$ cat src/rtl/data_mem_arbiter.sv
// Two-port round-robin arbiter and single-cycle access sequencer for the byte-lane data RAM.
// Port 0 is the CPU load/store unit, port 1 the loader/debug master; bad accesses return err and never write.
module data_mem_arbiter #(
  parameter logic [31:0] MEM_BASE = 32'h0000_0000,
  parameter logic [31:0] MEM_SIZE = 32'h0001_0000
) (
  input  logic        clk,
  input  logic        rst_n,
  input  logic        m0_req,
  input  logic        m0_we,
  input  logic [2:0]  m0_func3,
  input  logic [31:0] m0_addr,
  input  logic [31:0] m0_wdata,
  output logic        m0_gnt,
  output logic        m0_rvalid,
  output logic [31:0] m0_rdata,
  output logic        m0_err,
  input  logic        m1_req,
  input  logic        m1_we,
  input  logic [2:0]  m1_func3,
  input  logic [31:0] m1_addr,
  input  logic [31:0] m1_wdata,
  output logic        m1_gnt,
  output logic        m1_rvalid,
  output logic [31:0] m1_rdata,
  output logic        m1_err,
  output logic        ram_we,
  output logic [2:0]  ram_func3,
  output logic [31:0] ram_address,
  output logic [31:0] ram_wdata,
  input  logic [31:0] ram_rdata
);

  typedef enum logic {IDLE, ACCESS} state_t;

  state_t      state, state_next;
  logic        last_gnt;
  logic        grant;
  logic        sel_port;
  logic        req_we;
  logic [2:0]  req_func3;
  logic [31:0] req_addr;
  logic [31:0] req_wdata;
  logic        req_err;
  logic        lat_we;
  logic        lat_port;
  logic        lat_err;
  logic [2:0]  lat_func3;
  logic [31:0] lat_addr;
  logic [31:0] lat_wdata;
  logic [32:0] addr_ext;
  logic [32:0] win_lo;
  logic [32:0] win_hi;
  logic [31:0] rsp_data;

  // NOTE: every output of a combinational block gets a default first, otherwise an untaken branch infers a latch.
  always_comb begin
    state_next = state;
    grant      = 1'b0;
    sel_port   = 1'b0;
    m0_gnt     = 1'b0;
    m1_gnt     = 1'b0;
    if (state == IDLE) begin
      if (m0_req && m1_req) begin
        grant    = 1'b1;
        sel_port = ~last_gnt;  // the port that did not win last time
      end else if (m0_req) begin
        grant    = 1'b1;
        sel_port = 1'b0;
      end else if (m1_req) begin
        grant    = 1'b1;
        sel_port = 1'b1;
      end
      if (grant) begin
        state_next = ACCESS;
        m0_gnt     = ~sel_port;
        m1_gnt     = sel_port;
      end
    end else begin
      state_next = IDLE;
    end
  end

  assign req_we    = sel_port ? m1_we    : m0_we;
  assign req_func3 = sel_port ? m1_func3 : m0_func3;
  assign req_addr  = sel_port ? m1_addr  : m0_addr;
  assign req_wdata = sel_port ? m1_wdata : m0_wdata;

  // Window check is done at 33 bits so MEM_BASE+MEM_SIZE cannot wrap.
  assign addr_ext = {1'b0, req_addr};
  assign win_lo   = {1'b0, MEM_BASE};
  assign win_hi   = {1'b0, MEM_BASE} + {1'b0, MEM_SIZE};

  assign req_err = (req_func3[1:0] == 2'b11)
                 | ((req_func3[1:0] == 2'b01) & req_addr[0])
                 | ((req_func3[1:0] == 2'b10) & (req_addr[1:0] != 2'b00))
                 | (addr_ext < win_lo) | (addr_ext >= win_hi);

  // NOTE: sequential state is always assigned with non-blocking <= so every flop samples pre-edge values.
  always_ff @(posedge clk or negedge rst_n) begin
    if (!rst_n) begin
      state     <= IDLE;
      last_gnt  <= 1'b1;
      lat_we    <= 1'b0;
      lat_port  <= 1'b0;
      lat_err   <= 1'b0;
      lat_func3 <= 3'b000;
      lat_addr  <= 32'h0;
      lat_wdata <= 32'h0;
      ram_we    <= 1'b0;
    end else begin
      state  <= state_next;
      ram_we <= grant & req_we & ~req_err;
      if (grant) begin
        last_gnt  <= sel_port;
        lat_we    <= req_we;
        lat_port  <= sel_port;
        lat_err   <= req_err;
        lat_func3 <= req_func3;
        lat_addr  <= req_addr;
        lat_wdata <= req_wdata;
      end
    end
  end

  assign ram_func3   = lat_func3;
  assign ram_address = lat_addr;
  assign ram_wdata   = lat_wdata;
  assign rsp_data    = (~lat_we & ~lat_err) ? ram_rdata : 32'h0;

  // Response is captured at the end of ACCESS; rdata/err hold between pulses.
  always_ff @(posedge clk or negedge rst_n) begin
    if (!rst_n) begin
      m0_rvalid <= 1'b0;
      m0_rdata  <= 32'h0;
      m0_err    <= 1'b0;
      m1_rvalid <= 1'b0;
      m1_rdata  <= 32'h0;
      m1_err    <= 1'b0;
    end else begin
      m0_rvalid <= (state == ACCESS) & ~lat_port;
      m1_rvalid <= (state == ACCESS) & lat_port;
      if ((state == ACCESS) && !lat_port) begin
        m0_rdata <= rsp_data;
        m0_err   <= lat_err;
      end
      if ((state == ACCESS) && lat_port) begin
        m1_rdata <= rsp_data;
        m1_err   <= lat_err;
      end
    end
  end

endmodule

$ cat config.mk
export PLATFORM = sky130hd
export DESIGN_NAME = data_mem_arbiter
export DESIGN_NICKNAME = d
export VERILOG_FILES = /design/src/rtl/data_mem_arbiter.sv
export SDC_FILE = /design/constraint.sdc
export NUM_CORES = 1
export LEC_CHECK = 0
export CAP_MARGIN = 20
export CORE_MARGIN = 2
export CORE_UTILIZATION = 43
export CTS_BUF_LIST = sky130_fd_sc_hd__clkbuf_16
export CTS_CLUSTER_SIZE = 20
export DETAILED_ROUTE_END_ITERATION = 8
export GPL_TIMING_DRIVEN = 0
export HOLD_SLACK_MARGIN = 0.12
export PLACE_DENSITY_LB_ADDON = 0.05
export SYNTH_ARGS = -nofsm -noshare
export SYNTH_HDL_FRONTEND = slang
export SYNTH_SLANG_ARGS = --single-unit
$ cat constraint.sdc
create_clock -name clk -period 2.3 [get_ports clk]
set_input_delay 0.69 -clock clk [delete_from_list [all_inputs] [get_ports clk]]
set_output_delay 0.69 -clock clk [all_outputs]
set_load 0.03 [all_outputs]
==> results.sh, run 1 <==
export IMPL_syn_avg_cell_area_um2=8.89
export IMPL_slew_violations=0
export IMPL_path_clk_slew_ns=0.06
export IMPL_fmax_mhz=448
export IMPL_p_total_mw=10.1
export IMPL_dp_cells=1146
export IMPL_yosysUniqueCellTypes=26
export IMPL_clk_path_buf_depth=2
export IMPL_yosys_warnings=0
export IMPL_drv_cap=0
export IMPL_ioPinCount=310
export IMPL_r2r_end="ram_func3[1]"
export IMPL_die_x_um=121
export IMPL_dp_slack_ns=-1.15
export IMPL_critPathLaunchType="input pin"
export IMPL_r2r_cells=7
export IMPL_critPathLaunch="m0_req"
export IMPL_hold_class="input pin to async pin"
export IMPL_drc=0
export IMPL_clock_sinks=141
export IMPL_cts_root_buf="clkbuf_16"
export IMPL_firstDrtPassIters=7
export IMPL_tightestPinTransition_ns=0.544
export IMPL_dp_hpwl_mm=15.1
export IMPL_gr_total_overflow=0
export IMPL_ys_dominant_reg_cell="dfrtp_1"
export IMPL_htree_levels=4
export IMPL_crit_path_end="m0_gnt"
export IMPL_diodes=0
export IMPL_syn_area_mm2=0.00587
export IMPL_power_leakage_nw=4.18
export IMPL_outcome="finished clean"
export IMPL_start_util=0.441
export IMPL_crit_path_max_fanout=3
export IMPL_relSlewSlack=0.637
export IMPL_synth_nets=832
export IMPL_synth_cells=660
export IMPL_cts_tree="yes"
export IMPL_worstSkewPairLatency_ns=0.41
export IMPL_synth_edf_count=0
export IMPL_synth_seq_cells=141
export IMPL_cts_buffers=17
export IMPL_area_delta_synth_final_pct=68.2
export IMPL_die_area_mm2=0.0146
export IMPL_vias=6094
export IMPL_cts_hold_buffers=0
export IMPL_rsz0062_at_grt="no"
export IMPL_hold_slack_ns=0.224
export IMPL_r2r_start="last_gnt"
export IMPL_antenna_found_initial=0
export IMPL_grt_pass1_vias=6231
export IMPL_cp_num_buf_inv=3
export IMPL_period_share=0.972
export IMPL_rrSetupSlack_ns=0.33
export IMPL_critPathArrivalTime_ns=1.54
export IMPL_grt_max_degree=86
export IMPL_setup_violations_final=0
export IMPL_drt_wl_total_mm=20.0
export IMPL_cp_slowest_cell="or2_1"
export IMPL_gr_usage_all_layers=0.278
export IMPL_layout_drive_gt1_share=0.0609
export IMPL_cp_cell_sequence="clkdlybuf4s15_1 > nor2_1 > or2_1 > buf_6 > nor2_2 > buf_6"
export IMPL_required_ns=1.61
export IMPL_fin_ws_ns=0.0655
export IMPL_synth_seq_area_share=0.601
export IMPL_die_h_um=121
export IMPL_ys_async_sr_fraction=1.00
export IMPL_cp_top_family="buffers and inverters"
export IMPL_stdcell_count=1178
export IMPL_fin_tns_setup_ns=0
export IMPL_port_buffer_count=309
export IMPL_drtIter0Drc=362
export IMPL_via_per_inst=5.17
export IMPL_cp_slowest_stage_delay_ns=0.21
export IMPL_gp_congestion=0.921
export IMPL_path_depth=6
export IMPL_period_needed_ns=2.23
export IMPL_rows=42
export IMPL_p_per_area_mw_per_mm2=1020
export IMPL_drtAntennaViolNets=0
export IMPL_wire_per_inst_um=17.0
export IMPL_grt_pass1_wl_mm=31.4
export IMPL_hold_viol=0
export IMPL_worstSetupPathType="input pin to primary output"
export IMPL_finClkSkew_ns=0.00568
export IMPL_coreArea_mm2=0.0133
export IMPL_layout_nets=1161
export IMPL_peakVddDrop_mv=0.534
export IMPL_cp_end_kind="primary output"
export IMPL_cp_common_cell="buf_6"
cell usage in the layout (no fill, tap or decap), drive strengths merged, types with 2 or more instances in the layout:
master	synthesis	layout
dfrtp	140	140
inv	5	8
buf	16	23
bufinv	0	5
clkbuf	31	46
a21oi	3	3
clkdlybuf4s50	0	304
nand2	204	204
clkinv	0	6
o21ai	132	132
nor2	72	72
nand4	2	2
or4	2	2
a31oi	34	34
nor3	2	2
mux2	2	2
nor4	6	6
registers in the layout, summed over array words and instances, names as in the netlist:
| signal | cells |
|---|---|
| m0_rdata | 32 |
| m1_rdata | 32 |
| ram_address | 32 |
| ram_wdata | 32 |
| ram_func3 | 3 |
| last_gnt | 1 |
| lat_err | 1 |
| lat_port | 1 |
| lat_we | 1 |
| m0_err | 1 |
| m0_rvalid | 1 |
| m1_err | 1 |
| m1_rvalid | 1 |
| ram_we | 1 |
| state | 1 |
worst min-delay path by stage:
| stage | from | to | slack [ns] | cells past startpoint |
|---|---|---|---|---|
| floorplan | rst_n | lat_err | 0.39 | 0 |
| global placement | last_gnt | last_gnt | 0.46 | 2 |
| detailed placement | last_gnt | last_gnt | 0.46 | 2 |
| CTS | rst_n | m0_rdata[3] | 0.24 | 1 |
| global route | rst_n | m0_rdata[3] | 0.27 | 1 |
| finish | rst_n | m0_rdata[3] | 0.22 | 1 |
power breakdown:
group | total [mW] | internal (mW) | switching [mW]
Clock | 3.00 | 1.93 | 1.07
Combinational | 3.69 | 1.52 | 2.17
Sequential | 3.36 | 3.04 | 0.322
cell families after synthesis:
| logic type | after synthesis | share of synthesized area |
|---|---|---|
| AOI/OAI and AO/OA | 172 | 0.155 |
| buffers and inverters | 52 | 0.0431 |
| DFF | 141 | 0.601 |
| muxes | 2 | 0.00384 |
| and+or+nand+nor | 293 | 0.197 |
cell usage after synthesis (2+ instances only):
cell type,n,area share
nand2_1,204,0.13
buf_6,6,0.012
dfrtp_1,140,0.60
clkbuf_1,31,0.020
or4_1,2,0.0026
buf_2,10,0.0085
inv_2,2,0.0013
inv_1,3,0.0019
nand4_1,2,0.0021
nor2_1,72,0.046
o21ai_0,108,0.092
o21ai_1,24,0.020
mux2_2,2,0.0038
a31oi_1,34,0.036
a21oi_1,3,0.0026
nor4_1,6,0.0064
nor3_1,2,0.0017
per-stage QoR:
stage	util	area, um2
final	0.743	9870
after global routing	0.743	9870
after CTS	0.743	9880
after detailed placement	0.693	9220
after global placement	0.691	9190
after floorplan	-	5870
timing repair:
item	in CTS	in global routing
endpoints found under the hold margin	0	0
setup endpoints to repair	2	1
resized for setup	22	2
buffers inserted	2	0
metal layers:
metal | GRT usage | part of all wire
met2 | 0.483 | 0.51
met3 | 0.0854 | 0.083
met4 | 0.118 | 0.034
met1 | 0.315 | 0.37
met5 | 0 | 0
worst register-to-register path, stage by stage (launching register included):
cell,delay [ns]
dfstp_2,0.54
nand2_1,0.10
nand3b_4,0.14
buf_4,0.19
buf_2,0.22
clkbuf_1,0.38
nand2_1,0.12
a31oi_1,0.20
layout make-up:
type / instances / area (um2)
fill: 956 / 3420
sequential: 141 / 3530
clock inverter: 15 / 220
timing repair buffer: 312 / 3130
inverter: 5 / 26.3
multi-input combinational: 467 / 2090
buffer: 45 / 233
clock buffer: 17 / 425
tap: 176 / 220
Power figures use the tool's default switching activity.
==> run 2: changes to the inputs <==
==> constraint.sdc (replaced) <==
create_clock -name clk -period 2.3 [get_ports clk]
set_input_delay 0.23 -clock clk [delete_from_list [all_inputs] [get_ports clk]]
set_output_delay 0.23 -clock clk [all_outputs]
set_load 0.03 [all_outputs]
==> run 2 against run 1 <==
Net effect:
- via count is 0.53% lower
- register-to-register slack better by 0.11 ns
- worst setup slack better by 0.13 ns
- sequential share of layout area is 0.23 points higher
- largest cell class unchanged
==> results.sh, run 2 (synthesis gave the netlist of run 1 again) <==
export IMPL_setup_violations_final=0
export IMPL_dpl_cell_area_mm2=0.00921
export IMPL_fin_tns_setup_ns=0
export IMPL_gr_total_overflow=0
export IMPL_path_clk_slew_ns=0.06
export IMPL_sw_frac_of_total=0.364
export IMPL_layout_drive_gt1_share=0.0549
export IMPL_coreArea_mm2=0.0133
export IMPL_grt_pass1_vias=6292
export IMPL_hold_viol=0
export IMPL_final_common_cell="clkdlybuf4s50_1"
export IMPL_p_switching_mw=3.58
export IMPL_r2r_cells=6
export IMPL_rows=42
export IMPL_drv_cap=0
export IMPL_crit_path_max_fanout=10
export IMPL_slew_violations=0
export IMPL_rrSetupSlack_ns=0.44
export IMPL_drc=0
export IMPL_p_per_area_mw_per_mm2=1000
export IMPL_num_fill_cells=973
export IMPL_cp_end_kind="primary output"
export IMPL_antenna_found_initial=0
export IMPL_clockPowerShare=0.282
export IMPL_die_area_mm2=0.0146
export IMPL_drtIter0Drc=384
export IMPL_critPathArrivalTime_ns=1.88
export IMPL_period_needed_ns=2.11
export IMPL_route_met2_wl_mm=10.6
export IMPL_fmax_mhz=475
export IMPL_critPathLaunchType="flop"
export IMPL_intPower_mw=6.25
export IMPL_outcome="finished clean"
export IMPL_cts_tree="yes"
export IMPL_grt_pass1_wl_mm=31.9
export IMPL_cts_root_buf="clkbuf_16"
export IMPL_clk_path_buf_depth=2
export IMPL_tightestPinTransition_ns=0.546
export IMPL_firstDrtPassIters=5
export IMPL_post_cts_buffers=0
export IMPL_gr_usage_all_layers=0.284
export IMPL_htree_levels=4
export IMPL_pwr_share_comb=0.376
export IMPL_r2r_start="last_gnt"
export IMPL_hold_class="input pin to async pin"
export IMPL_start_util=0.441
export IMPL_worstSetupPathType="flop to primary output"
export IMPL_port_buffer_count=309
export IMPL_gp_congestion=0.863
export IMPL_drtAntennaViolNets=0
export IMPL_cts_buffers=17
export IMPL_crit_path_end="m0_gnt"
export IMPL_relSlewSlack=0.636
export IMPL_via_per_inst=5.15
export IMPL_wire_per_inst_um=17.3
export IMPL_vias=6062
export IMPL_layout_common_cells="clkdlybuf4s50_1, nand2_1, dfrtp_1"
export IMPL_dp_hpwl_mm=15.4
export IMPL_diodes=0
export IMPL_postLayoutCellArea_mm2=0.00981
export IMPL_drt_wl_total_mm=20.4
export IMPL_pwr_share_seq=0.342
export IMPL_finClkSkew_ns=0.0106
export IMPL_clock_sinks=141
export IMPL_ioPinCount=310
export IMPL_layout_nets=1161
export IMPL_die_x_um=121
export IMPL_period_share=0.916
export IMPL_peakVddDrop_mv=0.503
export IMPL_power_leakage_nw=4.14
export IMPL_p_total_mw=9.84
export IMPL_required_ns=2.07
export IMPL_critPathLaunch="state"
export IMPL_grt_max_degree=86
export IMPL_worstSkewPairLatency_ns=0.42
export IMPL_die_h_um=121
export IMPL_wl_met3_mm=1.74
export IMPL_dr_max_layer_used="met4"
export IMPL_rsz0062_at_grt="no"
export IMPL_area_delta_synth_final_pct=67.1
export IMPL_r2r_end="ram_address[29]"
export IMPL_wl_met1_mm=7.42
[run 2: worst min path at each step]
stage                            from         endpoint  slack, ns  depth (start not counted)
final                           rst_n     m1_rdata[25]       0.35                          2
after floorplan                 rst_n          lat_err      -0.07                          0
after global routing      m1_addr[15]  ram_address[15]       0.39                          3
after detailed placement        rst_n     m1_rdata[25]       0.23                          1
after global placement       last_gnt         last_gnt       0.46                          2
after CTS                       rst_n     m1_rdata[27]       0.37                          2
[run 2: timing repair]
item                       CTS  global route
setup endpoints to repair    2             1
hold endpoints to repair    56             0
gates resized for setup      3             1
gates cloned                 0             0
pin swaps                    0             0
hold buffers                 1             0
[run 2: final cells by class]
| type | count | area, um2 | area share |
|---|---|---|---|
| Tap cell | 176 | 220 | 0.0224 |
| Buffer | 46 | 230 | 0.0235 |
| Sequential cell | 141 | 3530 | 0.360 |
| Multi-Input combinational cell | 467 | 2090 | 0.213 |
| Inverter | 5 | 18.8 | 0.00191 |
| Timing Repair Buffer | 311 | 3130 | 0.319 |
| Clock inverter | 15 | 174 | 0.0177 |
| Clock buffer | 17 | 425 | 0.0434 |
[run 2: worst max-delay path, cell delays in order (launching register included)]
cell,delay [ns]
dfrtp_1,0.43
or2_1,0.24
buf_2,0.14
clkbuf_1,0.25
nor2_1,0.17
clkbuf_2,0.24
[run 2: power groups by stage]
stage          Sequential [mW]  Combinational (mW)  Clock [mW]
2_1_floorplan             4.46               0.780           0
3_3_place_gp              3.36                3.64           0
3_5_place_dp              3.39                3.70           0
4_1_cts                   3.36                3.72        2.80
5_1_grt                   3.43                3.93        2.91
6_report                  3.36                3.70        2.78
[run 2: metal layers]
layer	up-vias	GRT usage
met1	2904	0.315
li1	2854	-
met3	43	0.0877
met2	261	0.501
met5	-	0
met4	0	0.117
[run 2: stage by stage]
| stage | instances | hold WS [ns] | worst slack (ns) | util |
|---|---|---|---|---|
| after global placement | 1145 | 0.456 | -4.44 | 0.691 |
| after detailed placement | 1146 | 0.228 | -0.297 | 0.693 |
| after floorplan | 660 | -0.0656 | 0.497 | - |
| after global routing | 1178 | 0.385 | 0.0784 | 0.738 |
| after CTS | 1178 | 0.365 | 0.0117 | 0.738 |
| final | 1178 | 0.351 | 0.193 | 0.738 |
==> run 3: changes to the inputs <==
--- a/config.mk
+++ b/config.mk
@@ -14,6 +14,7 @@
 export GPL_TIMING_DRIVEN = 0
 export HOLD_SLACK_MARGIN = 0.12
 export PLACE_DENSITY_LB_ADDON = 0.05
+export SKIP_CTS_REPAIR_TIMING = 1
 export SYNTH_ARGS = -nofsm -noshare
 export SYNTH_HDL_FRONTEND = slang
 export SYNTH_SLANG_ARGS = --single-unit
==> run 3 against run 2 <==
Net effect:
- non-clock buffer count unchanged
- die area unchanged
- sequential power about the same
- register-to-register slack about the same
- global-route usage unchanged
- clock power about the same
- core utilization about the same
- sequential cell count unchanged
- largest cell class unchanged
- largest power group unchanged
==> results.sh, run 3 (synthesis gave the netlist of run 1 again) <==
export IMPL_globalRouteMet3Util=0.0858
export IMPL_die_area_mm2=0.0146
export IMPL_htree_levels=4
export IMPL_port_buffer_count=309
export IMPL_clk_path_buf_depth=2
export IMPL_num_fill_cells=971
export IMPL_cp_slowest_stage_delay_ns=0.43
export IMPL_gr_total_overflow=0
export IMPL_coreArea_mm2=0.0133
export IMPL_cp_top_family="buffers and inverters"
export IMPL_cp_cell_sequence="or2_1 > buf_2 > clkbuf_1 > nor2_1 > clkbuf_2"
export IMPL_r2r_cells=6
export IMPL_clock_sinks=141
export IMPL_stdcell_count=1178
export IMPL_grt_max_degree=86
export IMPL_critPathArrivalTime_ns=1.87
export IMPL_dp_slack_ns=-0.297
export IMPL_required_ns=2.07
export IMPL_cp_slowest_cell="dfrtp_1"
export IMPL_postLayoutCellArea_mm2=0.00981
export IMPL_slew_violations=0
export IMPL_setup_violations_final=0
export IMPL_cts_buffers=17
export IMPL_rows=42
export IMPL_hold_slack_ns=0.350
export IMPL_grt_pass1_wl_mm=31.9
export IMPL_tightestPinTransition_ns=0.543
export IMPL_peakVddDrop_mv=0.504
export IMPL_ioPinCount=310
export IMPL_layout_common_cells="clkdlybuf4s50_1, nand2_1, dfrtp_1"
export IMPL_drtAntennaViolNets=0
export IMPL_area_delta_synth_final_pct=67.2
export IMPL_rrSetupSlack_ns=0.45
export IMPL_antenna_found_initial=0
export IMPL_rsz0062_at_grt="no"
export IMPL_drc=0
export IMPL_vias=6098
export IMPL_final_common_cell="clkdlybuf4s50_1"
export IMPL_wire_per_inst_um=17.3
export IMPL_gr_usage_all_layers=0.284
export IMPL_diodes=0
export IMPL_cts_root_buf="clkbuf_16"
export IMPL_cp_num_buf_inv=3
export IMPL_die_x_um=121
export IMPL_grt_met2_usage=0.502
export IMPL_drtIter0Drc=378
export IMPL_dpl_cell_area_mm2=0.00921
export IMPL_dp_cells=1146
export IMPL_via_per_inst=5.18
export IMPL_gp_congestion=0.863
export IMPL_drv_cap=0
export IMPL_r2r_end="ram_address[29]"
export IMPL_relSlewSlack=0.638
export IMPL_crit_path_max_fanout=10
export IMPL_fmax_mhz=477
export IMPL_finClkSkew_ns=0.00911
export IMPL_layout_nets=1161
export IMPL_worstSetupPathType="flop to primary output"
export IMPL_die_h_um=121
export IMPL_utilization=0.738
export IMPL_fin_ws_ns=0.203
export IMPL_grt_pass1_vias=6291
export IMPL_period_needed_ns=2.10
export IMPL_path_clk_slew_ns=0.06
export IMPL_drt_wl_total_mm=20.4
export IMPL_period_share=0.912
export IMPL_cts_tree="yes"
export IMPL_start_util=0.441
export IMPL_hold_viol=0
export IMPL_worstSkewPairLatency_ns=0.42
export IMPL_grt_use_met1=0.316
export IMPL_firstDrtPassIters=4
export IMPL_cp_end_kind="primary output"
export IMPL_hold_class="input pin to async pin"
export IMPL_grt_busiest_layer="met2"
export IMPL_r2r_start="last_gnt"
export IMPL_outcome="finished clean"
export IMPL_critPathLaunchType="flop"
export IMPL_p_per_area_mw_per_mm2=1000
export IMPL_power_leakage_nw=4.15
export IMPL_dp_hpwl_mm=15.4
export IMPL_layout_drive_gt1_share=0.0549
[run 3: power breakdown]
part | switching [mW] | internal, mW | leakage [nW]
logic | 2.19 | 1.51 | 2.11
registers | 0.318 | 3.04 | 1.76
clock network | 1.08 | 1.70 | 0.288
total | 3.58 | 6.25 | 4.15
[run 3: metrics by stage]
| step | total power, mW | TNS [ns] |
|---|---|---|
| after global placement | 7.00 | -624.10 |
| after global routing | 10.3 | 0 |
| after CTS | 9.88 | -0.847 |
| after detailed placement | 7.09 | -0.534 |
| final | 9.84 | 0 |
| after floorplan | 5.24 | 0 |
[run 3: area by class of cell]
type / instances / area (um2) / area share
sequential: 141 / 3530 / 0.360
timing repair buffer: 311 / 3130 / 0.319
multi-input combinational: 467 / 2090 / 0.213
clock buffer: 17 / 425 / 0.0433
buffer: 46 / 230 / 0.0235
tap: 176 / 220 / 0.0224
clock inverter: 15 / 174 / 0.0177
inverter: 5 / 18.8 / 0.00191
[run 3: worst max path at each step]
stage | from | end | slack (ns) | cells past startpoint
2_1_floorplan | last_gnt | m0_gnt | 0.50 | 5
3_3_place_gp | rst_n | ram_address[12] | -4.44 | 1
3_5_place_dp | m1_req | m1_gnt | -0.30 | 5
4_1_cts | state | m1_gnt | -0.43 | 4
5_1_grt | state | m0_gnt | 0.08 | 5
6_report | state | m0_gnt | 0.20 | 5
[run 3: metal layers]
layer | wire length (um) | vias up | share of wire
met5 | 0 | - | 0
met4 | 602 | 0 | 0.030
met3 | 1740 | 46 | 0.085
met2 | 10600 | 277 | 0.52
met1 | 7410 | 2920 | 0.36
li1 | - | 2855 | -
==> RTL change, RTL diff (config.mk and constraints of run 3) <==
Reset style: synchronous (`rst_n`), changed in 2 clocked blocks.
--- a/src/rtl/data_mem_arbiter.sv
+++ b/src/rtl/data_mem_arbiter.sv
@@ -99,3 +99,3 @@
   // NOTE: sequential state is always assigned with non-blocking <= so every flop samples pre-edge values.
-  always_ff @(posedge clk or negedge rst_n) begin
+  always_ff @(posedge clk) begin
     if (!rst_n) begin
@@ -131,3 +131,3 @@
   // Response is captured at the end of ACCESS; rdata/err hold between pulses.
-  always_ff @(posedge clk or negedge rst_n) begin
+  always_ff @(posedge clk) begin
     if (!rst_n) begin
Formal check against the unedited RTL: differs if rst_n is asserted again (counterexample within 4 cycles, from zero or initial values and one cycle with rst_n low); with rst_n held inactive, the same outputs for 4 cycles.
==> RTL change against run 3 <==
Area after synthesis fell by 4.3%. Die area shrank 4.1%. First-iteration DRC count increased by 5.0%. Sequential cell count stayed put. Core utilization grew 1.2 points. Design area down 3.1%. Setup slack got worse by 0.029 ns. Routed wire length grew 1.6%.
Power is not compared: it rests on default switching activity, and its combinational part moved more than twofold at a synthesized area within 25%.
==> RTL change: results (changes against run 3) <==
die:
  rows: 41  # was 42
synth:
  syn_inst: 687  # was 660
  ys_top_cells_by_area: "dfxtp_1, a21oi_1, nand2_1, nand3_1, a311oi_1"  # was dfrtp_1, nand2_1, o21ai_0, nor2_1, a31oi_1
  synth_async_sr_flop_share_pct: 0  # was 100%
  synth_top_cells_by_count: "dfxtp_1, nand2_1, a21oi_1"  # was nand2_1, dfrtp_1, o21ai_0
  synth_cell_type_count: 32  # was 26
worst_hold_path:
  hp-class: "input port to flop"  # was input port to async pin
cells_and_area:
  clk_share_pct: 6.04  # was 6.11%
  multi_input_area_share_pct: 26.0  # was 21.3%
  multi_input_gates: 476  # was 467
  area_growth_pct: 69.2  # was 67.2%
  buffers: 378  # was 357
  bufAreaShareNonClock_pct: 36.0  # was 34.2%
  final_nets: 1187  # was 1161
  inv_count: 1  # was 5
  seq_area_share_pct: 29.7  # was 36.0%
routing:
  totalWireLength_um: 20700  # was 20400 um
  drtIter0Drc: 397  # was 378
  routedWlPerCell_um: 17.3  # about the same
placement:
  hpwl_um: 15700  # was 15400 um
  gp_congestion: 0.845  # was 0.863
  place_area_mm2: 0.00893  # was 0.00921 mm^2
critical_path:
  critical_path.slowest_cell: "dfxtp_1"  # was dfrtp_1
  critPathMaxStageDelay_ns: 0.38  # was 0.43 ns
  r2r_cells: 4  # was 6
  r2r_start: "lat_err$_SDFFE_PN0P_"  # was last_gnt$_DFFE_PN1P_
  crit_arrival_ns: 1.90  # was 1.87 ns
global_routing:
  grt_start_max_net_pins: 17  # was 86
  grt_pass1_vias: 6353  # was 6291
status:
  status: "complete, no violations"  # unchanged
-- RTL change: per-layer routing --
layer  up-vias  wire, um  track usage [%]
met5         -         0                0
met4         0       686             12.3
met3        45      1820             9.51
met2       300     10300             50.8
met1      2933      7900             33.4
li1       3127         -                -
-- RTL change: cell families (layout without fill, tap and decap cells) --
kind of cell	Yosys count	in the layout	synth area share, %
simple gates	266	266	20.5
buf+inv	70	411	5.77
compound gates	210	210	23.5
flops	141	141	50.2
-- RTL change: final timing paths --
path,slack [ns],to
setup / recovery,0.17,m0_gnt
hold / removal,0.38,ram_address[12]$_SDFFE_PN0P_
setup reg to reg,0.62,m0_rdata[28]$_SDFFE_PN0P_
hold reg to reg,0.45,ram_wdata[6]$_SDFFE_PN0P_
-- RTL change: report_power, final --
group / switching [uW] / internal [uW]
Combinational: 867 / 703
Sequential: 85.7 / 2600
Clock: 1070 / 1590
Total: 2020 / 4890
